--- src/rtl/mem_access_pkg.sv ---
// Shared definitions for the MEM stage: opcodes, run-state encoding and FSM states.
package mem_access_pkg;

  localparam logic [4:0] OpLoad   = 5'b10000;
  localparam logic [4:0] OpLoadB  = 5'b10001;
  localparam logic [4:0] OpStore  = 5'b10010;
  localparam logic [4:0] OpStoreB = 5'b10011;

  localparam logic Exec = 1'b1;

  typedef enum logic {StIdle, StWait} mem_state_e;

  function automatic logic is_mem_op(input logic [4:0] op);
    return (op == OpLoad) || (op == OpLoadB) || (op == OpStore) || (op == OpStoreB);
  endfunction

  function automatic logic is_byte_op(input logic [4:0] op);
    return (op == OpLoadB) || (op == OpStoreB);
  endfunction

endpackage

--- src/rtl/mem_access_if.sv ---
// Data-memory bus between the MEM stage (master) and the memory (slave).
interface mem_access_if #(
  parameter int unsigned DW = 16,
  parameter int unsigned AW = 16
);
  logic            d_req;
  logic [AW-1:0]   d_addr;
  logic [DW-1:0]   d_dataout;
  logic            d_we;
  logic [DW/8-1:0] d_be;
  logic [DW-1:0]   d_datain;
  logic            d_ack;

  modport master (
    output d_req, d_addr, d_dataout, d_we, d_be,
    input  d_datain, d_ack
  );

  modport slave (
    input  d_req, d_addr, d_dataout, d_we, d_be,
    output d_datain, d_ack
  );
endinterface

--- src/rtl/mem_lane_align.sv ---
// Byte-lane steering: byte enables, store-data replication and load-byte extraction.
module mem_lane_align #(
  parameter int unsigned DW = 16
) (
  input  logic [$clog2(DW/8)-1:0] lane,
  input  logic                    byte_op,
  input  logic [DW-1:0]           st_data,
  input  logic [DW-1:0]           ld_data,
  output logic [DW/8-1:0]         be,
  output logic [DW-1:0]           wdata,
  output logic [DW-1:0]           ld_byte
);
  localparam int unsigned NB = DW / 8;

  always_comb begin
    be      = '1;
    wdata   = st_data;
    ld_byte = '0;
    if (byte_op) begin
      be       = '0;
      be[lane] = 1'b1;
      wdata    = {NB{st_data[7:0]}};
    end
    ld_byte[7:0] = ld_data[8*lane +: 8];
  end
endmodule

--- src/rtl/mem_access.sv ---
// MEM pipeline stage: issues data-memory accesses, stalls upstream until ack or timeout.
module mem_access
  import mem_access_pkg::*;
#(
  parameter int unsigned DW       = 16,
  parameter int unsigned AW       = 16,
  parameter int unsigned MAX_WAIT = 15
) (
  input  logic          clock,
  input  logic          reset,
  input  logic          state,
  input  logic [15:0]   mem_ir,
  input  logic [AW-1:0] reg_C,
  input  logic          dw,
  input  logic [DW-1:0] smdr1,
  mem_access_if.master  bus,
  output logic          stall,
  output logic [15:0]   wb_ir,
  output logic [DW-1:0] reg_C1,
  output logic          mem_err
);
  localparam int unsigned NB = DW / 8;
  localparam int unsigned LW = $clog2(NB);

  mem_state_e fsm_q, fsm_d;

  logic [7:0]    wait_cnt_q, wait_cnt_d;
  logic          req_q, req_d;
  logic [AW-1:0] addr_q, addr_d;
  logic [DW-1:0] dout_q, dout_d;
  logic          we_q, we_d;
  logic [NB-1:0] be_q, be_d;
  logic [15:0]   wb_ir_q, wb_ir_d;
  logic [DW-1:0] reg_c1_q, reg_c1_d;
  logic          err_q, err_d;

  logic [4:0]    op;
  logic          mem_op, decide, timeout;
  logic [DW-1:0] reg_c_ext, lane_wdata, lane_ld_byte;
  logic [NB-1:0] lane_be;

  assign op        = mem_ir[15:11];
  assign mem_op    = is_mem_op(op);
  assign decide    = (fsm_q == StIdle) && (state == Exec);
  assign reg_c_ext = DW'(reg_C);
  // Fires on the edge that would bring the counter to MAX_WAIT.
  assign timeout   = (fsm_q == StWait) && !bus.d_ack && (wait_cnt_q == 8'(MAX_WAIT - 1));

  mem_lane_align #(
    .DW(DW)
  ) u_lane (
    .lane    (reg_C[LW-1:0]),
    .byte_op (is_byte_op(op)),
    .st_data (smdr1),
    .ld_data (bus.d_datain),
    .be      (lane_be),
    .wdata   (lane_wdata),
    .ld_byte (lane_ld_byte)
  );

  always_ff @(posedge clock or negedge reset) begin
    if (!reset) fsm_q <= StIdle;
    else        fsm_q <= fsm_d;
  end

  always_comb begin
    fsm_d = fsm_q;
    unique case (fsm_q)
      StIdle:  if (decide && mem_op) fsm_d = StWait;
      StWait:  if (bus.d_ack || timeout) fsm_d = StIdle;
      default: fsm_d = StIdle;
    endcase
  end

  always_comb begin
    stall = 1'b0;
    unique case (fsm_q)
      StIdle:  stall = decide && mem_op;
      StWait:  stall = !bus.d_ack;
      default: stall = 1'b0;
    endcase
  end

  always_comb begin
    wait_cnt_d = wait_cnt_q;
    req_d      = req_q;
    addr_d     = addr_q;
    dout_d     = dout_q;
    we_d       = we_q;
    be_d       = be_q;
    wb_ir_d    = wb_ir_q;
    reg_c1_d   = reg_c1_q;
    err_d      = err_q;
    if (decide) begin
      if (mem_op) begin
        req_d      = 1'b1;
        addr_d     = reg_C;
        we_d       = dw;
        be_d       = lane_be;
        dout_d     = lane_wdata;
        wait_cnt_d = '0;
      end else begin
        wb_ir_d  = mem_ir;
        reg_c1_d = reg_c_ext;
      end
    end else if (fsm_q == StWait) begin
      if (bus.d_ack) begin
        req_d   = 1'b0;
        wb_ir_d = mem_ir;
        if (op == OpLoad)       reg_c1_d = bus.d_datain;
        else if (op == OpLoadB) reg_c1_d = lane_ld_byte;
        else                    reg_c1_d = reg_c_ext;
      end else if (timeout) begin
        err_d    = 1'b1;
        wb_ir_d  = '0;
        reg_c1_d = '0;
        req_d    = 1'b0;
      end else begin
        wait_cnt_d = wait_cnt_q + 8'd1;
      end
    end
  end

  always_ff @(posedge clock or negedge reset) begin
    if (!reset) begin
      wait_cnt_q <= '0;
      req_q      <= 1'b0;
      addr_q     <= '0;
      dout_q     <= '0;
      we_q       <= 1'b0;
      be_q       <= '0;
      wb_ir_q    <= '0;
      reg_c1_q   <= '0;
      err_q      <= 1'b0;
    end else begin
      wait_cnt_q <= wait_cnt_d;
      req_q      <= req_d;
      addr_q     <= addr_d;
      dout_q     <= dout_d;
      we_q       <= we_d;
      be_q       <= be_d;
      wb_ir_q    <= wb_ir_d;
      reg_c1_q   <= reg_c1_d;
      err_q      <= err_d;
    end
  end

  assign bus.d_req     = req_q;
  assign bus.d_addr    = addr_q;
  assign bus.d_dataout = dout_q;
  assign bus.d_we      = we_q;
  assign bus.d_be      = be_q;
  assign wb_ir         = wb_ir_q;
  assign reg_C1        = reg_c1_q;
  assign mem_err       = err_q;
endmodule

--- src/flat_wrapper.sv ---
// flat-port wrapper written by rule: the top's interface ports become plain ports
module mem_access_flat import mem_access_pkg::*;
#(
  parameter int unsigned DW       = 16,
  parameter int unsigned AW       = 16,
  parameter int unsigned MAX_WAIT = 15
)
  (clock, reset, state, mem_ir, reg_C, dw, smdr1, stall, wb_ir, reg_C1, mem_err, bus_d_req, bus_d_addr, bus_d_dataout, bus_d_we, bus_d_be, bus_d_datain, bus_d_ack);
  mem_access_if #(.DW(DW), .AW(AW)) bus_i ();
  input  logic clock;
  input  logic reset;
  input  logic state;
  input  logic [15:0] mem_ir;
  input  logic [AW-1:0] reg_C;
  input  logic dw;
  input  logic [DW-1:0] smdr1;
  output logic stall;
  output logic [15:0] wb_ir;
  output logic [DW-1:0] reg_C1;
  output logic mem_err;
  output wire logic [$bits(bus_i.d_req)-1:0] bus_d_req;
  output wire logic [$bits(bus_i.d_addr)-1:0] bus_d_addr;
  output wire logic [$bits(bus_i.d_dataout)-1:0] bus_d_dataout;
  output wire logic [$bits(bus_i.d_we)-1:0] bus_d_we;
  output wire logic [$bits(bus_i.d_be)-1:0] bus_d_be;
  input wire logic [$bits(bus_i.d_datain)-1:0] bus_d_datain;
  input wire logic [$bits(bus_i.d_ack)-1:0] bus_d_ack;
  assign bus_d_req = bus_i.d_req;
  assign bus_d_addr = bus_i.d_addr;
  assign bus_d_dataout = bus_i.d_dataout;
  assign bus_d_we = bus_i.d_we;
  assign bus_d_be = bus_i.d_be;
  assign bus_i.d_datain = bus_d_datain;
  assign bus_i.d_ack = bus_d_ack;
  mem_access #(.DW(DW), .AW(AW), .MAX_WAIT(MAX_WAIT)) u_core (.clock(clock), .reset(reset), .state(state), .mem_ir(mem_ir), .reg_C(reg_C), .dw(dw), .smdr1(smdr1), .bus(bus_i), .stall(stall), .wb_ir(wb_ir), .reg_C1(reg_C1), .mem_err(mem_err));
endmodule
--- config.mk ---
export PLATFORM = sky130hd
export DESIGN_NAME = mem_access_flat
export DESIGN_NICKNAME = d
export VERILOG_FILES = /design/src/rtl/mem_access_pkg.sv /design/src/rtl/mem_access_if.sv /design/src/rtl/mem_lane_align.sv /design/src/rtl/mem_access.sv /design/src/flat_wrapper.sv
export SDC_FILE = /design/constraint.sdc
export NUM_CORES = 1
export LEC_CHECK = 0
export ABC_AREA = 1
export BUFFER_PORTS_ARGS = -buffer_cell sky130_fd_sc_hd__buf_4
export CAP_MARGIN = 40
export CORE_MARGIN = 1
export CORE_UTILIZATION = 45
export CTS_CLUSTER_DIAMETER = 80
export CTS_CLUSTER_SIZE = 30
export DETAILED_ROUTE_END_ITERATION = 10
export PLACE_DENSITY = 0.78
export SLEW_MARGIN = 40
export SYNTH_ARGS = -nofsm -noshare
export SYNTH_HDL_FRONTEND = slang
export SYNTH_SLANG_ARGS = --single-unit
--- constraint.sdc ---
create_clock -name clock -period 4.6 [get_ports clock]
set_clock_uncertainty 0.15 [all_clocks]
set_input_delay 1.38 -clock clock [delete_from_list [all_inputs] [get_ports clock]]
set_output_delay 1.38 -clock clock [all_outputs]
set_load 0.01 [all_outputs]
Yosys cells after proc, flatten, opt, wreduce, memory -nomap -nowiden:

Index checks and enable logic that the tools add are counted.

* word-level logic and storage cells: 73
* bits in registers: 78
* input bits: 69

* shift-type cells: 1
* bitwise gates (word level): 3
* reductions and logical operators: 18
* equal/unequal tests: 9
* muxes and demuxes: 29
* $add $sub $neg: 1
* $lt $le $gt $ge: 2

Operators by type and width (number)
* 16-bit two-way mux: 12
* 8-bit two-way mux: 5
* 5-bit equality test (second input constant): 4
* 16-bit by 5-bit variable part select with 8-bit output: 1
* 8-bit by 1-bit adder with 8-bit output (second input constant): 1
* 8-bit by 4-bit equality test with 1-bit output (second input constant): 1
* 1-bit two-way mux: 8
* 4-bit AND reduction: 2
* 2-bit by 1-bit inequality test with 1-bit output (second input constant): 3
* 3-bit AND reduction: 2
* 1-bit logical AND: 5
* 1-bit logical OR: 5
* 1-bit one-hot mux with 2 select lines: 2
* 1-bit NOT: 3
* 3-bit nonzero test: 1
* 1-bit by 2-bit less-than comparator with 1-bit output (second input constant): 1
* 2-bit two-way mux: 1
* 2-bit inequality test (second input constant): 1
* 2-bit AND reduction: 1
* 2-bit nonzero test: 1
* 1-bit demux with 1-bit select: 1
* 1-bit greater-or-equal comparator (second input constant): 1
* 1-bit logical NOT: 1

Longest topological paths before layout:

* depth in word-level cells: 7
* gate-level depth with buffers: 11

Cells and area by module:

Synthesis repeated with hierarchy kept, for this count alone.

* cell total of the unflattened synthesis: 590
* area, all modules: 4212.8 um^2

By module, submodules not included
* mem_access: seq. area each 1951.9 um^2, area an instance 3823.7 um^2, cells an instance 519, instances 1
* mem_lane_align: seq. area each 0.0 um^2, area an instance 389.1 um^2, cells an instance 71, instances 1

Worst setup path after synthesis:

Ideal clock, no wire load.

* kind: input to output
* from: input state
* to: output stall
* cell stages on the path: 8
* data arrival time: 2319 ps
* setup slack: 751 ps
* path buffers: 2
* path through: inv_1 -> nor2_4 -> inv_4 -> nor2_4 -> inv_2 -> buf_6 -> buf_2 -> o21ai_0

* cells in the longest elaborated chain, start to end: 3

RTL lines
* start: declaration: RTL line flat_wrapper.sv:12 `input logic state;`
* 1-bit logical AND: RTL line mem_access.sv:44 `assign decide = (fsm_q == StIdle) && (state == Exec);`
* 1-bit logical AND: RTL line mem_access.sv:78 `StIdle: stall = decide && mem_op;`
* 1-bit one-hot mux with 2 select lines: RTL line mem_access.sv:77 `unique case (fsm_q)`
* end: declaration: RTL line flat_wrapper.sv:17 `output logic stall;`

Every way passes these cells.

Worst setup path in the final report:

* from: input mem_ir[15]
* to: output stall

* cells in the longest elaborated chain, start to end: 6
* elaborated cells on any way between the ends: 9
* classes of those cells: 4 x eq/ne; 1 x mux; 4 x reduce/logical

RTL lines
* start: declaration: RTL line flat_wrapper.sv:13 `input logic [15:0] mem_ir;`
* 5-bit equality test: RTL line mem_access_pkg.sv:14 `return (op == OpLoad) || (op == OpLoadB) || (op == OpStore) || (op == OpStoreB);`
* 1-bit logical OR (2 in series): RTL line mem_access_pkg.sv:14
* 1-bit logical OR (*): RTL line mem_access_pkg.sv:14
* 1-bit logical AND (*): RTL line mem_access.sv:78
* 1-bit one-hot mux with 2 select lines (*): RTL line mem_access.sv:77

Mark *: on every way between the ends. The rest lies on a longest branch, timed or not.

==> run metrics <==
CTS tree=done; Layout area overhead=31.8%; sw frac=31.6%; min Tclk post-route=3.68 ns; row count=33; nets@finish=732; DR vias=3858; Pleak=2.86 nW; WL per Instance=13.4 um; maximum clock insertion buffer count=2; fin cells=771; register area share after synthesis=49.1%; Final setup viols=0; CTS Sinks=78; Hold Crit Class=reg -> reg; CTS clk-pin slew, worst paths=0.09 ns; antenna diode count=0; clock power share=26.5%; DIE WIDTH=96 um; Syn Nets=601; I/O pin count=139; flops & latches, synth=78; highest routed layer=met4; Die Y=96 um; Hold Buf Count CTS=0; area leader, netlist=dfrtp_1; post-synth cell types=28; Tightest Pin Transition=0.714 ns; Met1 Wirelength=4.56 mm; synthesized instance count=530; Worst-Skew Late Latency=0.34 ns; Switch Pwr=0.000636 W; Initial Util=47.4%; H-tree depth=3; IO buf count=138; setup TNS=0 ns; DP HPWL=7.48 mm; drt initial violations=146; first-pass GRT wire length=16.1 mm; die area=9220 um^2; Post-CTS Setup Inserts=0; DP Cell Count=755; vias in the first global route=3439; Rel. slew slack=52.4%; combinational power share=28.4%; fraction of layout cells with a size suffix above 1=27.3%; Startpoint Class=input pin; initial antenna violation count=0; Max Transition Viols Final=0; Tcrit/Tclk final=80.0%; fmax=0.272 GHz; CP Class=in -> out; Post-Syn Area per Cell=7.50 um^2; Num CTS Buffers=9; Syn Std Cell Area=3980 um^2; Peak VDD IR=0.000155 V; setup slack after layout=0.921 ns; Internal=0.00138 W; Vias/cell=5.00; critical path endpoint category=primary output; First-pass DRT Iterations=5; ANT nets after route=0; RSZ-0062 raised after global routing=false; routed wl met3=851 um; # DRC=0; post-synth top area share=49.1%; Final Hold Fails=0; final RePlAce weighted congestion=0.898; largest net degree at the start of global routing=79; max-cap violation count=0; post-CTS sizing=0; PwrDens=385 nW/um^2; final wirelength=10.3 mm; CP max FO=18; CP arrival=2.15 ns; clk root buf=clkbuf_8; outcome=complete, no violations; Critical Path RT=3.07 ns; Core Area=8380 um^2; gr usage total=23.1%; routed wl met2=4.79 mm; total congestion overflow=0; Area contributors post-synth=dfrtp_1, nand2_1, o21ai_0, nor2_1, inv_1; Flop pwr share=45.1%; synth warn=0; dpl ws=0.910 ns; final core occ=62.5%
-- critical path, stage by stage --
cell,delay [ns]
buf_4,0.21
nand3_2,0.17
nor2_4,0.13
inv_2,0.04
o21ai_0,0.06
buf_4,0.14
-- cells in the final DEF, fill, tap and decap left out, types with 3 or more instances in the layout --
cell type / synthesis / routed
buf_4: 5 / 141
o21ai_2: 4 / 4
nand3_2: 4 / 4
o21ai_0: 42 / 42
clkinvlp_4: 0 / 3
o21ai_1: 11 / 11
inv_2: 5 / 5
xor2_1: 4 / 4
clkbuf_8: 0 / 11
nor2_2: 3 / 3
a21oi_1: 8 / 8
nand2_1: 218 / 218
nand2_2: 3 / 3
inv_1: 34 / 34
nor2_1: 53 / 53
nand3_1: 23 / 23
dfrtp_1: 78 / 78
nand4_1: 7 / 7
-- final timing paths --
check,start,slack (ns),depth (start not counted),end
max reg2reg,u_core.wait_cnt_q[0]$_DFFE_PN0P_,2.51,9,u_core.wb_ir[8]$_DFFE_PN0P_
min,u_core.mem_err$_DFFE_PN0P_,0.33,2,u_core.mem_err$_DFFE_PN0P_
max,mem_ir[15],0.92,6,stall
max in group asynchronous,reset,2.89,1,u_core.wb_ir[15]$_DFFE_PN0P_
min in group asynchronous,reset,0.90,1,u_core.bus.d_addr[6]$_DFFE_PN0P_
min reg2reg,u_core.mem_err$_DFFE_PN0P_,0.33,2,u_core.mem_err$_DFFE_PN0P_
-- cell families after synthesis --
group | synth area share, %
and+or+nand+nor | 32.9
DFF | 49.1
buffers and inverters | 7.49
AOI/OAI and AO/OA | 8.97
xor gates and xnor gates | 0.881
adders and majority gates | 0.629
-- layout make-up --
class,count,area [um^2]
timing repair buffer,142,1070
inverter,40,153
sequential,78,1950
fill,739,3140
clock buffer,11,151
multi-input combinational,390,1730
clock inverter,5,57.6
tap,105,131
-- per-stage QoR --
step | hold WS (ns) | power (W) | instance area (um^2)
6_report | 0.326 | 0.00202 | 5240
5_1_grt | 0.346 | 0.00213 | 5240
4_1_cts | 0.329 | 0.00204 | 5240
3_5_place_dp | 0.307 | 0.00150 | 5030
3_3_place_gp | 0.304 | 0.00148 | 5030
2_1_floorplan | 0.345 | 0.00119 | 3980
-- sequential cells by signal (all words and copies together) (netlist names) --
name and count:
u_core.bus.d_dataout 16, u_core.reg_C1 16, u_core.fsm_q 1, u_core.bus.d_req 1, u_core.wait_cnt_q 8, u_core.bus.d_addr 16, u_core.wb_ir 16, u_core.mem_err 1
u_core.bus.d_be 2, u_core.bus.d_we 1
-- layer usage --
| metal | GRT usage [%] | vias up |
|---|---|---|
| met1 | 31.2 | 1762 |
| li1 | - | 1929 |
| met2 | 36.6 | 157 |
| met4 | 9.33 | 0 |
| met5 | 0 | - |
| met3 | 4.27 | 10 |
-- Yosys cell counts, drive strengths merged --
master / number
ha: 2
buf: 21
o21ai: 57
nor2: 58
o22a: 1
clkbuf: 1
a21boi: 1
nand3: 27
dfrtp: 78
inv: 40
nor3: 2
nand4: 8
nand2: 222
xor2: 4
a21oi: 8
-- power by group through the flow --
stage	combinational, W	sequential [W]	clock, W
5_1_grt	0.000639	0.000925	0.000571
6_report	0.000572	0.000908	0.000534
3_3_place_gp	0.000564	0.000916	0
3_5_place_dp	0.000579	0.000920	0
2_1_floorplan	0.000219	0.000967	0
4_1_cts	0.000580	0.000908	0.000549
Note: power is estimated with default switching activity, not from simulation.
